<file path="src/rtl/mc_pkg.sv">
// Shared encodings for the multi-cycle RV32I control unit: FSM states, opcodes,
// datapath select codes, ALU controls and trap causes.
package mc_pkg;

    typedef enum logic [3:0] {
        S_FETCH, S_DECODE, S_MEMADR, S_MEMREAD, S_MEMWB, S_MEMWRITE,
        S_EXECR, S_EXECI, S_ALUWB, S_BRANCH, S_JAL, S_TRAP
    } state_t;

    typedef enum logic [1:0] {ALUOP_ADD, ALUOP_SUB, ALUOP_FUNCT} aluop_t;

    localparam logic [6:0] OP_LOAD   = 7'b0000011;
    localparam logic [6:0] OP_STORE  = 7'b0100011;
    localparam logic [6:0] OP_RTYPE  = 7'b0110011;
    localparam logic [6:0] OP_ITYPE  = 7'b0010011;
    localparam logic [6:0] OP_BRANCH = 7'b1100011;
    localparam logic [6:0] OP_JAL    = 7'b1101111;

    localparam logic [2:0] ALU_ADD = 3'b000;
    localparam logic [2:0] ALU_SUB = 3'b001;
    localparam logic [2:0] ALU_AND = 3'b010;
    localparam logic [2:0] ALU_OR  = 3'b011;
    localparam logic [2:0] ALU_SLT = 3'b101;

    localparam logic [1:0] RES_ALUOUT = 2'b00;
    localparam logic [1:0] RES_DATA   = 2'b01;
    localparam logic [1:0] RES_ALURES = 2'b10;

    localparam logic [1:0] SRCA_PC    = 2'b00;
    localparam logic [1:0] SRCA_OLDPC = 2'b01;
    localparam logic [1:0] SRCA_REGA  = 2'b10;

    localparam logic [1:0] SRCB_REGB = 2'b00;
    localparam logic [1:0] SRCB_IMM  = 2'b01;
    localparam logic [1:0] SRCB_FOUR = 2'b10;

    localparam logic [1:0] IMM_I = 2'b00;
    localparam logic [1:0] IMM_S = 2'b01;
    localparam logic [1:0] IMM_B = 2'b10;
    localparam logic [1:0] IMM_J = 2'b11;

    localparam logic [1:0] TRAP_NONE    = 2'b00;
    localparam logic [1:0] TRAP_ILLEGAL = 2'b01;
    localparam logic [1:0] TRAP_TIMEOUT = 2'b10;

    typedef struct packed {
        logic       mem_req;
        logic       mem_write;
        logic       adr_src;
        logic       ir_write;
        logic       pc_write;
        logic       reg_write;
        logic       retire;
        logic [1:0] result_src;
        logic [1:0] alu_src_a;
        logic [1:0] alu_src_b;
        logic [1:0] imm_src;
    } ctl_t;

endpackage

</file>
<file path="src/rtl/mc_control_if.sv">
// Bundle between the control unit (master) and the instruction register,
// datapath and unified memory port (slave).
interface mc_control_if #(parameter int INSTRET_WIDTH = 32);
    logic [6:0]               op;
    logic [2:0]               funct3;
    logic                     funct7_5;
    logic                     Zero;
    logic                     mem_ready;
    logic                     mem_req;
    logic                     MemWrite;
    logic                     AdrSrc;
    logic                     IRWrite;
    logic                     PCWrite;
    logic                     RegWrite;
    logic [1:0]               ResultSrc;
    logic [1:0]               ALUSrcA;
    logic [1:0]               ALUSrcB;
    logic [1:0]               ImmSrc;
    logic [2:0]               ALUctrl;
    logic                     retire;
    logic [INSTRET_WIDTH-1:0] instret;
    logic [1:0]               trap_cause;

    modport master (
        input  op, funct3, funct7_5, Zero, mem_ready,
        output mem_req, MemWrite, AdrSrc, IRWrite, PCWrite, RegWrite,
               ResultSrc, ALUSrcA, ALUSrcB, ImmSrc, ALUctrl, retire, instret, trap_cause
    );
    modport slave (
        output op, funct3, funct7_5, Zero, mem_ready,
        input  mem_req, MemWrite, AdrSrc, IRWrite, PCWrite, RegWrite,
               ResultSrc, ALUSrcA, ALUSrcB, ImmSrc, ALUctrl, retire, instret, trap_cause
    );
endinterface

</file>
<file path="src/rtl/alu_decoder.sv">
// ALU operation decode from the FSM's ALUOp class; flags funct3 values the
// R/I subset does not implement.
module alu_decoder import mc_pkg::*; (
    input  aluop_t     aluop,
    input  logic [2:0] funct3,
    input  logic       funct7_5,
    input  logic       op5,
    output logic [2:0] alu_ctrl,
    output logic       illegal
);
    always_comb begin
        alu_ctrl = ALU_ADD;
        illegal  = 1'b0;
        case (aluop)
            ALUOP_SUB:   alu_ctrl = ALU_SUB;
            ALUOP_FUNCT: begin
                case (funct3)
                    // only R-type (op[5]=1) has a sub; addi ignores instr[30]
                    3'b000:  alu_ctrl = (op5 & funct7_5) ? ALU_SUB : ALU_ADD;
                    3'b010:  alu_ctrl = ALU_SLT;
                    3'b110:  alu_ctrl = ALU_OR;
                    3'b111:  alu_ctrl = ALU_AND;
                    default: illegal  = 1'b1;
                endcase
            end
            default: ;
        endcase
    end
endmodule

</file>
<file path="src/rtl/mc_control.sv">
// Multi-cycle RV32I control FSM with retired-instruction counter, memory-wait
// timeout and a sticky trap state.
module mc_control import mc_pkg::*; #(
    parameter int DATA_WIDTH    = 32,
    parameter int TIMEOUT       = 16,
    parameter int INSTRET_WIDTH = 32
) (
    input logic          clk,
    input logic          rst,
    mc_control_if.master bus
);
    localparam int TW = $clog2(TIMEOUT);

    if (TIMEOUT < 2 || DATA_WIDTH < 1) begin : g_param_chk
        $error("mc_control: TIMEOUT must be at least 2");
    end

    state_t                   state;
    logic [TW-1:0]            tcnt;
    logic [INSTRET_WIDTH-1:0] instret;
    logic [1:0]               trap_cause;
    aluop_t                   aluop;
    logic [2:0]               alu_ctrl;
    logic                     funct_illegal;
    ctl_t                     ctl;
    logic                     br_legal, mem_wait, tmo;

    assign br_legal = (bus.funct3 == 3'b000) || (bus.funct3 == 3'b001);
    assign mem_wait = ctl.mem_req & ~bus.mem_ready;
    assign tmo      = mem_wait && (tcnt == TW'(TIMEOUT - 1));

    always_comb begin
        case (state)
            S_BRANCH:         aluop = ALUOP_SUB;
            S_EXECR, S_EXECI: aluop = ALUOP_FUNCT;
            default:          aluop = ALUOP_ADD;
        endcase
    end

    alu_decoder u_alu_dec (
        .aluop   (aluop),
        .funct3  (bus.funct3),
        .funct7_5(bus.funct7_5),
        .op5     (bus.op[5]),
        .alu_ctrl(alu_ctrl),
        .illegal (funct_illegal)
    );

    // Moore decode of state; everything is held at zero while reset is low
    always_comb begin
        ctl = '0;
        if (rst) begin
            case (state)
                S_FETCH: begin
                    ctl.mem_req    = 1'b1;
                    ctl.alu_src_b  = SRCB_FOUR;
                    ctl.result_src = RES_ALURES;
                    ctl.ir_write   = bus.mem_ready;
                    ctl.pc_write   = bus.mem_ready;
                end
                S_DECODE: begin
                    ctl.alu_src_a = SRCA_OLDPC;
                    ctl.alu_src_b = SRCB_IMM;
                    ctl.imm_src   = IMM_B;
                end
                S_MEMADR: begin
                    ctl.alu_src_a = SRCA_REGA;
                    ctl.alu_src_b = SRCB_IMM;
                    ctl.imm_src   = (bus.op == OP_STORE) ? IMM_S : IMM_I;
                end
                S_MEMREAD: begin
                    ctl.mem_req = 1'b1;
                    ctl.adr_src = 1'b1;
                end
                S_MEMWB: begin
                    ctl.result_src = RES_DATA;
                    ctl.reg_write  = 1'b1;
                    ctl.retire     = 1'b1;
                end
                S_MEMWRITE: begin
                    ctl.mem_req   = 1'b1;
                    ctl.mem_write = 1'b1;
                    ctl.adr_src   = 1'b1;
                    ctl.retire    = bus.mem_ready;
                end
                S_EXECR: ctl.alu_src_a = SRCA_REGA;
                S_EXECI: begin
                    ctl.alu_src_a = SRCA_REGA;
                    ctl.alu_src_b = SRCB_IMM;
                    ctl.imm_src   = IMM_I;
                end
                S_ALUWB: begin
                    ctl.reg_write = 1'b1;
                    ctl.retire    = 1'b1;
                end
                S_BRANCH: begin
                    ctl.alu_src_a = SRCA_REGA;
                    ctl.retire    = br_legal;
                    ctl.pc_write  = br_legal & (bus.funct3[0] ? ~bus.Zero : bus.Zero);
                end
                S_JAL: begin
                    ctl.alu_src_a = SRCA_OLDPC;
                    ctl.alu_src_b = SRCB_FOUR;
                    ctl.pc_write  = 1'b1;
                    ctl.imm_src   = IMM_J;
                end
                default: ;
            endcase
        end
    end

    always_ff @(posedge clk or negedge rst) begin
        if (!rst) begin
            state      <= S_FETCH;
            tcnt       <= '0;
            instret    <= '0;
            trap_cause <= TRAP_NONE;
        end else begin
            tcnt <= mem_wait ? tcnt + TW'(1) : '0;
            if (ctl.retire) instret <= instret + INSTRET_WIDTH'(1);
            if (tmo) begin
                state      <= S_TRAP;
                trap_cause <= TRAP_TIMEOUT;
            end else begin
                case (state)
                    S_FETCH:    if (bus.mem_ready) state <= S_DECODE;
                    S_DECODE: begin
                        case (bus.op)
                            OP_LOAD, OP_STORE: state <= S_MEMADR;
                            OP_RTYPE:          state <= S_EXECR;
                            OP_ITYPE:          state <= S_EXECI;
                            OP_BRANCH:         state <= S_BRANCH;
                            OP_JAL:            state <= S_JAL;
                            default: begin
                                state      <= S_TRAP;
                                trap_cause <= TRAP_ILLEGAL;
                            end
                        endcase
                    end
                    S_MEMADR:   state <= (bus.op == OP_STORE) ? S_MEMWRITE : S_MEMREAD;
                    S_MEMREAD:  if (bus.mem_ready) state <= S_MEMWB;
                    S_MEMWB:    state <= S_FETCH;
                    S_MEMWRITE: if (bus.mem_ready) state <= S_FETCH;
                    S_EXECR, S_EXECI: begin
                        if (funct_illegal) begin
                            state      <= S_TRAP;
                            trap_cause <= TRAP_ILLEGAL;
                        end else begin
                            state <= S_ALUWB;
                        end
                    end
                    S_ALUWB:    state <= S_FETCH;
                    S_BRANCH: begin
                        if (br_legal) begin
                            state <= S_FETCH;
                        end else begin
                            state      <= S_TRAP;
                            trap_cause <= TRAP_ILLEGAL;
                        end
                    end
                    S_JAL:      state <= S_ALUWB;
                    S_TRAP:     state <= S_TRAP;
                    default:    state <= S_FETCH;
                endcase
            end
        end
    end

    assign bus.mem_req    = ctl.mem_req;
    assign bus.MemWrite   = ctl.mem_write;
    assign bus.AdrSrc     = ctl.adr_src;
    assign bus.IRWrite    = ctl.ir_write;
    assign bus.PCWrite    = ctl.pc_write;
    assign bus.RegWrite   = ctl.reg_write;
    assign bus.retire     = ctl.retire;
    assign bus.ResultSrc  = ctl.result_src;
    assign bus.ALUSrcA    = ctl.alu_src_a;
    assign bus.ALUSrcB    = ctl.alu_src_b;
    assign bus.ImmSrc     = ctl.imm_src;
    assign bus.ALUctrl    = rst ? alu_ctrl : ALU_ADD;
    assign bus.instret    = instret;
    assign bus.trap_cause = trap_cause;

endmodule

</file>
<file path="src/flat_wrapper.sv">
// flat-port wrapper written by rule: the top's interface ports become plain ports
module mc_control_flat import mc_pkg::*;
#(
    parameter int DATA_WIDTH    = 32,
    parameter int TIMEOUT       = 16,
    parameter int INSTRET_WIDTH = 32
)
  (clk, rst, bus_op, bus_funct3, bus_funct7_5, bus_Zero, bus_mem_ready, bus_mem_req, bus_MemWrite, bus_AdrSrc, bus_IRWrite, bus_PCWrite, bus_RegWrite, bus_ResultSrc, bus_ALUSrcA, bus_ALUSrcB, bus_ImmSrc, bus_ALUctrl, bus_retire, bus_instret, bus_trap_cause);
  mc_control_if #(.INSTRET_WIDTH(INSTRET_WIDTH)) bus_i ();
  input logic clk;
  input logic rst;
  input wire logic [$bits(bus_i.op)-1:0] bus_op;
  input wire logic [$bits(bus_i.funct3)-1:0] bus_funct3;
  input wire logic [$bits(bus_i.funct7_5)-1:0] bus_funct7_5;
  input wire logic [$bits(bus_i.Zero)-1:0] bus_Zero;
  input wire logic [$bits(bus_i.mem_ready)-1:0] bus_mem_ready;
  output wire logic [$bits(bus_i.mem_req)-1:0] bus_mem_req;
  output wire logic [$bits(bus_i.MemWrite)-1:0] bus_MemWrite;
  output wire logic [$bits(bus_i.AdrSrc)-1:0] bus_AdrSrc;
  output wire logic [$bits(bus_i.IRWrite)-1:0] bus_IRWrite;
  output wire logic [$bits(bus_i.PCWrite)-1:0] bus_PCWrite;
  output wire logic [$bits(bus_i.RegWrite)-1:0] bus_RegWrite;
  output wire logic [$bits(bus_i.ResultSrc)-1:0] bus_ResultSrc;
  output wire logic [$bits(bus_i.ALUSrcA)-1:0] bus_ALUSrcA;
  output wire logic [$bits(bus_i.ALUSrcB)-1:0] bus_ALUSrcB;
  output wire logic [$bits(bus_i.ImmSrc)-1:0] bus_ImmSrc;
  output wire logic [$bits(bus_i.ALUctrl)-1:0] bus_ALUctrl;
  output wire logic [$bits(bus_i.retire)-1:0] bus_retire;
  output wire logic [$bits(bus_i.instret)-1:0] bus_instret;
  output wire logic [$bits(bus_i.trap_cause)-1:0] bus_trap_cause;
  assign bus_i.op = bus_op;
  assign bus_i.funct3 = bus_funct3;
  assign bus_i.funct7_5 = bus_funct7_5;
  assign bus_i.Zero = bus_Zero;
  assign bus_i.mem_ready = bus_mem_ready;
  assign bus_mem_req = bus_i.mem_req;
  assign bus_MemWrite = bus_i.MemWrite;
  assign bus_AdrSrc = bus_i.AdrSrc;
  assign bus_IRWrite = bus_i.IRWrite;
  assign bus_PCWrite = bus_i.PCWrite;
  assign bus_RegWrite = bus_i.RegWrite;
  assign bus_ResultSrc = bus_i.ResultSrc;
  assign bus_ALUSrcA = bus_i.ALUSrcA;
  assign bus_ALUSrcB = bus_i.ALUSrcB;
  assign bus_ImmSrc = bus_i.ImmSrc;
  assign bus_ALUctrl = bus_i.ALUctrl;
  assign bus_retire = bus_i.retire;
  assign bus_instret = bus_i.instret;
  assign bus_trap_cause = bus_i.trap_cause;
  mc_control #(.DATA_WIDTH(DATA_WIDTH), .TIMEOUT(TIMEOUT), .INSTRET_WIDTH(INSTRET_WIDTH)) u_core (.clk(clk), .rst(rst), .bus(bus_i));
endmodule
</file>
<file path="config.mk">
export PLATFORM = sky130hd
export DESIGN_NAME = mc_control_flat
export DESIGN_NICKNAME = d
export VERILOG_FILES = /design/src/rtl/mc_pkg.sv /design/src/rtl/mc_control_if.sv /design/src/rtl/alu_decoder.sv /design/src/rtl/mc_control.sv /design/src/flat_wrapper.sv
export SDC_FILE = /design/constraint.sdc
export NUM_CORES = 1
export LEC_CHECK = 0
export BUFFER_PORTS_ARGS = -buffer_cell sky130_fd_sc_hd__clkbuf_2
export CAP_MARGIN = 20
export CORE_MARGIN = 2
export CORE_UTILIZATION = 45
export DETAILED_ROUTE_END_ITERATION = 12
export GPL_TIMING_DRIVEN = 0
export MAX_ROUTING_LAYER = met4
export PLACE_DENSITY = 0.72
export SLEW_MARGIN = 20
export SYNTH_ARGS = -nofsm -noshare
export SYNTH_HDL_FRONTEND = slang
export SYNTH_SLANG_ARGS = --single-unit
</file>
<file path="constraint.sdc">
create_clock -name clk -period 2.6 [get_ports clk]
set_clock_uncertainty 0.05 [all_clocks]
set_input_delay 0.52 -clock clk [delete_from_list [all_inputs] [get_ports clk]]
set_output_delay 0.52 -clock clk [all_outputs]
set_load 0.1 [all_outputs]
</file>
# After elaboration in Yosys (flattened, before gate mapping)
# Index checks and enable logic that the tools add are counted.
# W data, S select, Z words.
[op_classes]
eq_ne = 30
n_mux = 36
reduce_logical = 18
add_sub_neg = 2
n_bitwise = 5
[op_table]
columns = ["op", "n"]
rows = [
  ["$pmux W4 S9", 1],
  ["$add A32 B1 Y32 const B", 1],
  ["$mux W4", 6],
  ["$eq A4 B4 Y1 const B", 5],
  ["$pmux W4 S5", 1],
  ["$eq A4 B3 Y1 const B", 4],
  ["$pmux W2 S2", 4],
  ["$mux W15", 1],
  ["$eq A7 B6 Y1 const B", 2],
  ["$eq A7 B7 Y1 const B", 2],
  ["$ne A3 B2 Y1 const B", 4],
  ["$pmux W2 S3", 2],
  ["$pmux W3 S4", 1],
  ["$reduce_or A2 Y1", 6],
  ["$mux W1", 10],
  ["$mux W2", 5],
  ["$eq A4 B2 Y1 const B", 2],
  ["$reduce_or A4 Y1", 2],
  ["$eq A7 B2 Y1 const B", 1],
  ["$eq A7 B5 Y1 const B", 1],
  ["$eq A3 B3 Y1 const B", 2],
  ["$mux W3", 2],
  ["$pmux W1 S3", 2],
  ["$pmux W3 S2", 1],
  ["19 further kinds", 23],
]
[word_totals]
out_inout_bits = 52
reg_bits = 42
input_bits = 15

# Depth between registers and ports, before layout
[depth]
depth_word = 9
mapped_depth = 9

# By module
# From an unflattened synthesis, not the netlist that was laid out.
[unflattened]
hier_cells = 284
area_unflattened_um2 = 2590.0
[modules_own_cells]
columns = ["mod", "cells_each", "area_each_um2", "seq_area_each_um2", "n_inst"]
rows = [
  ["mc_control", 270, 2494.9, 1051.0, 1],
  ["alu_decoder", 14, 95.1, 0.0, 1],
]

# Least setup slack after synthesis
# Ideal clock, no wire load.
[synth_timing]
kind = "register to output"
start = "register u_core.state[2]"
end = "output bus_ALUctrl[2]"
slack_ns = -2.033
path_stages_with_launch = 7
t_required_ns = 2.030
t_arrival_ns = 4.063
cell_sequence = "dfrtp_1 > buf_6 > and4bb_4 > inv_1 > ha_1 > nand2_1 > nor4_1"
[synth_between]
elab_chain_len = 6
word_cells_on_any_way = 9
classes_between = "5 x eq/ne; 3 x mux; 1 x reduce/logical"
[synth_lines]
columns = ["item", "line", "text"]
rows = [
  ["from (decl)", "mc_control.sv:18", "state_t state;"],
  ["from (signal assigned)", "mc_control.sv:140", "S_MEMADR: state <= (bus.op == OP_STORE) ? S_MEMWRITE : S_MEMREAD;"],
  ["$eq A4 B3 Y1", "mc_control.sv:33", "case (state)"],
  ["$reduce_or A2 Y1", "mc_control.sv:33", ""],
  ["$pmux W2 S2 (*)", "mc_control.sv:33", ""],
  ["$eq A2 B2 Y1 or $eq A2 B1 Y1 (tied branches)", "alu_decoder.sv:14", "case (aluop)"],
  ["$pmux W3 S2 (*)", "alu_decoder.sv:14", ""],
  ["$mux W3 (*)", "mc_control.sv:180", "assign bus.ALUctrl = rst ? alu_ctrl : ALU_ADD;"],
  ["to (decl)", "flat_wrapper.sv:27", "output wire logic [$bits(bus_i.ALUctrl)-1:0] bus_ALUctrl;"],
]
# Every way passes the cells marked *; elsewhere a longest branch is shown, timed or not.

# Worst setup path in the final report
[layout_timing]
start = "register u_core.state[3]"
end = "output bus_ALUctrl[2]"
# Same word-level chain as after synthesis.

==> results.txt <==
Status -> finished, final reports clean
Die Width -> 79.4 µm
Crit end category -> primary output
Power per Cell Area -> 924 nW/µm²
Die ar. -> 6300 µm²
1st-pass router iterations -> 4
Dpl hpwl -> 4370 µm
Grt ovf -> 0
Period utilisation layout -> 99.2%
Async SR Flop Fraction -> 100%
Lkg Pwr -> 1.53 nW
Routability Congestion -> 0.863
CTS tree -> yes
Layout Nets -> 362
Largest fanout on the critical path -> 6
Antenna-violating nets left -> 0
Clock latency on the worst-skew pair -> 290 ps
WHS -> 52.2 ps
# clock sinks -> 42
Global-route wire length before repair -> 9650 µm
Final setup fails -> 0
TritonCTS buffer count -> 5
Layout cells sized above 1 -> 33.8%
Worst IR Drop VDD -> 0.000673 V
#FFs+latches synth -> 42
Initial Util -> 46.4%
Max-slew headroom at the worst pin -> 63.7%
Root Buffer -> clkbuf_8
Syn Std Cell Area -> 2560 µm²
Synth Net Count -> 285
Num rows -> 27
Worst path cell trace -> and2b_2, nand2_1, inv_1, ha_2, nand2_2, nor4_4, buf_8
WL/cell -> 14.1 µm
Largest net degree at the start of global routing -> 46
Synth-to-Final Area Change -> 28.3%
I/O Buffers -> 66
Yosys warning total -> 0
Mapped Cells -> 265
Routed vias -> 2258
Combinational fraction of design power -> 57.1%
Max Transition Viols Final -> 0
EDFF count, synth -> 0
Sequential share of power -> 26.5%
Most used flip-flop cell after synthesis -> dfrtp_1
Yosys cell types -> 54
Reg clk slew, reported paths -> 70 ps
CP Data Arrival Time -> 2010 ps
Max stage delay on crit path -> 450 ps
P_sw -> 0.00155 W
Clock power share -> 16.4%
Die height -> 79.4 µm
All-layer global routing usage -> 19.6%
Hold Path Class -> input port to asynchronous set/reset pin
Vias per cell -> 5.44
WL final -> 5850 µm
Total power -> 0.00303 W
Critical path type -> flip-flop to primary output
CP max-delay cell -> dfrtp_2
CP Launch Type -> flip-flop
Vias in the first global route -> 2097
Drt first-iter violations -> 100
Max-cap violations -> 0
Sequential area share after synthesis -> 41.1%
Maximum root-to-sink buffer count -> 2
DRC violations left -> 0
Avg Synthesized Cell Area -> 9.65 µm²
F_max -> 388 MHz
Worst slew pin tran -> 547 ps
Critical Path RT -> 2030 ps
Cts hold-fix bufs -> 0
Inserted Diodes -> 0
CORE AREA -> 5510 µm²
# IOs -> 67
Antenna violations before repair -> 0
H-tree levels -> 2
Post-route minimum period -> 2580 ps
Fin. Hold Viols -> 0
Switching Fraction -> 51.2%
Internal power -> 0.00148 W
RSZ-0062 raised after global routing -> yes
==> per-layer routing <==
layer / track usage [%] / part of all wire [%] / wire (µm) / up-vias
li1: - / - / - / 1100
met1: 25.2 / 48 / 2790 / 1078
met2: 32.2 / 46 / 2670 / 74
met3: 4.07 / 5.9 / 343 / 6
met4: 4.48 / 0.97 / 57 / 0
met5: - / 0 / 0 / -
==> stage by stage <==
step | area, µm² | std cells | setup TNS, ps | worst slack [ps] | utilization, %
after floorplan | 2620 | 265 | -625 | -265 | -
after global placement | 3040 | 403 | -23670 | -896 | 55.2
after detailed placement | 3040 | 403 | -25910 | -929 | 55.2
after CTS | 3250 | 414 | -5.14 | -5.14 | 59.0
after global routing | 3280 | 415 | -72.8 | -72.8 | 59.6
final | 3280 | 415 | 0 | 21.7 | 59.6
==> kinds of logic (layout without fill, tap and decap cells) <==
family | count (synthesis) | after routing | synth area share, %
adders and majority gates | 5 | 5 | 2.45
AOI/OAI and AO/OA | 37 | 37 | 12.3
DFF | 42 | 42 | 41.1
buffers and inverters | 20 | 98 | 3.72
xor gates and xnor gates | 36 | 36 | 12.3
muxes | 1 | 1 | 0.391
and+or+nand+nor | 124 | 124 | 27.7
==> power by group through the flow <==
stage | registers (W) | logic, W | clock network, W
after global placement | 0.000804 | 0.00161 | 0
after global routing | 0.000811 | 0.00184 | 0.000537
after detailed placement | 0.000804 | 0.00162 | 0
final | 0.000803 | 0.00173 | 0.000497
after CTS | 0.000799 | 0.00171 | 0.000514
after floorplan | 0.000994 | 0.00114 | 0
==> state kept, by name, indices dropped and copies added (netlist names) <==
signal,flops
u_core.bus.instret,32
u_core.state,4
u_core.tcnt,4
u_core.bus.trap_cause,2
==> critical path: cells and delay by family (launching register included) <==
family	cells	cell delay, ps
and+or+nand+nor	4	730
DFF	1	450
buffers and inverters	2	320
adders and majority gates	1	210
==> cells in the mapped netlist (all sizes together), types with 4 or more instances <==
library cell,count,area [µm²]
nor3,12,60.1
nand4,10,77.6
and4,5,43.8
clkbuf,4,15.0
nand2,25,93.8
ha,5,62.6
nand3,18,103
xor2,12,105
dfrtp,42,1050
buf,4,35.0
inv,12,45.0
nor2b,6,37.5
and3,6,37.5
xnor2,24,210
o21ai,6,30.0
nor2,17,63.8
o21a,4,30.0
and2,6,40.0
nor3b,7,52.6
a21oi,6,33.8
==> final timing paths <==
kind                            startpoint  slack [ps]  cells past startpoint                      to
max                        u_core.state[3]          20                      7          bus_ALUctrl[2]
min                                    rst          50                      1  u_core.bus.instret[17]
max reg2reg                u_core.state[2]         530                      7  u_core.bus.instret[28]
min reg2reg                 u_core.tcnt[0]         410                      1          u_core.tcnt[0]
max in group asynchronous              rst        2170                      1   u_core.bus.instret[0]
min in group clk            u_core.tcnt[0]         410                      1          u_core.tcnt[0]
==> cell usage in the layout, fill, tap and decap left out, types with 7 or more instances in the layout <==
| cell | synthesis | final |
|---|---|---|
| nor3_1 | 12 | 11 |
| xor2_1 | 12 | 12 |
| nand2_1 | 25 | 23 |
| nand3_1 | 17 | 17 |
| nand4_1 | 9 | 9 |
| clkbuf_2 | 0 | 54 |
| dfrtp_1 | 42 | 38 |
| inv_1 | 12 | 12 |
| xnor2_1 | 24 | 24 |
| buf_4 | 1 | 7 |
| nor2_1 | 17 | 12 |
==> layout make-up <==
class | count | area, µm²
sequential | 42 | 1060
timing repair buffer | 70 | 407
clock buffer | 7 | 76.3
clock inverter | 1 | 30.0
multi-input combinational | 203 | 1510
fill | 503 | 2220
inverter | 12 | 45.0
tap | 72 | 90.1
buffer | 8 | 70.1
==> repair_timing <==
item,CTS,global route
gates resized for setup,24,18
setup buffers,3,1
pin swaps,1,1
setup endpoints to repair,53,15
Note: power is estimated with default switching activity, not from simulation.
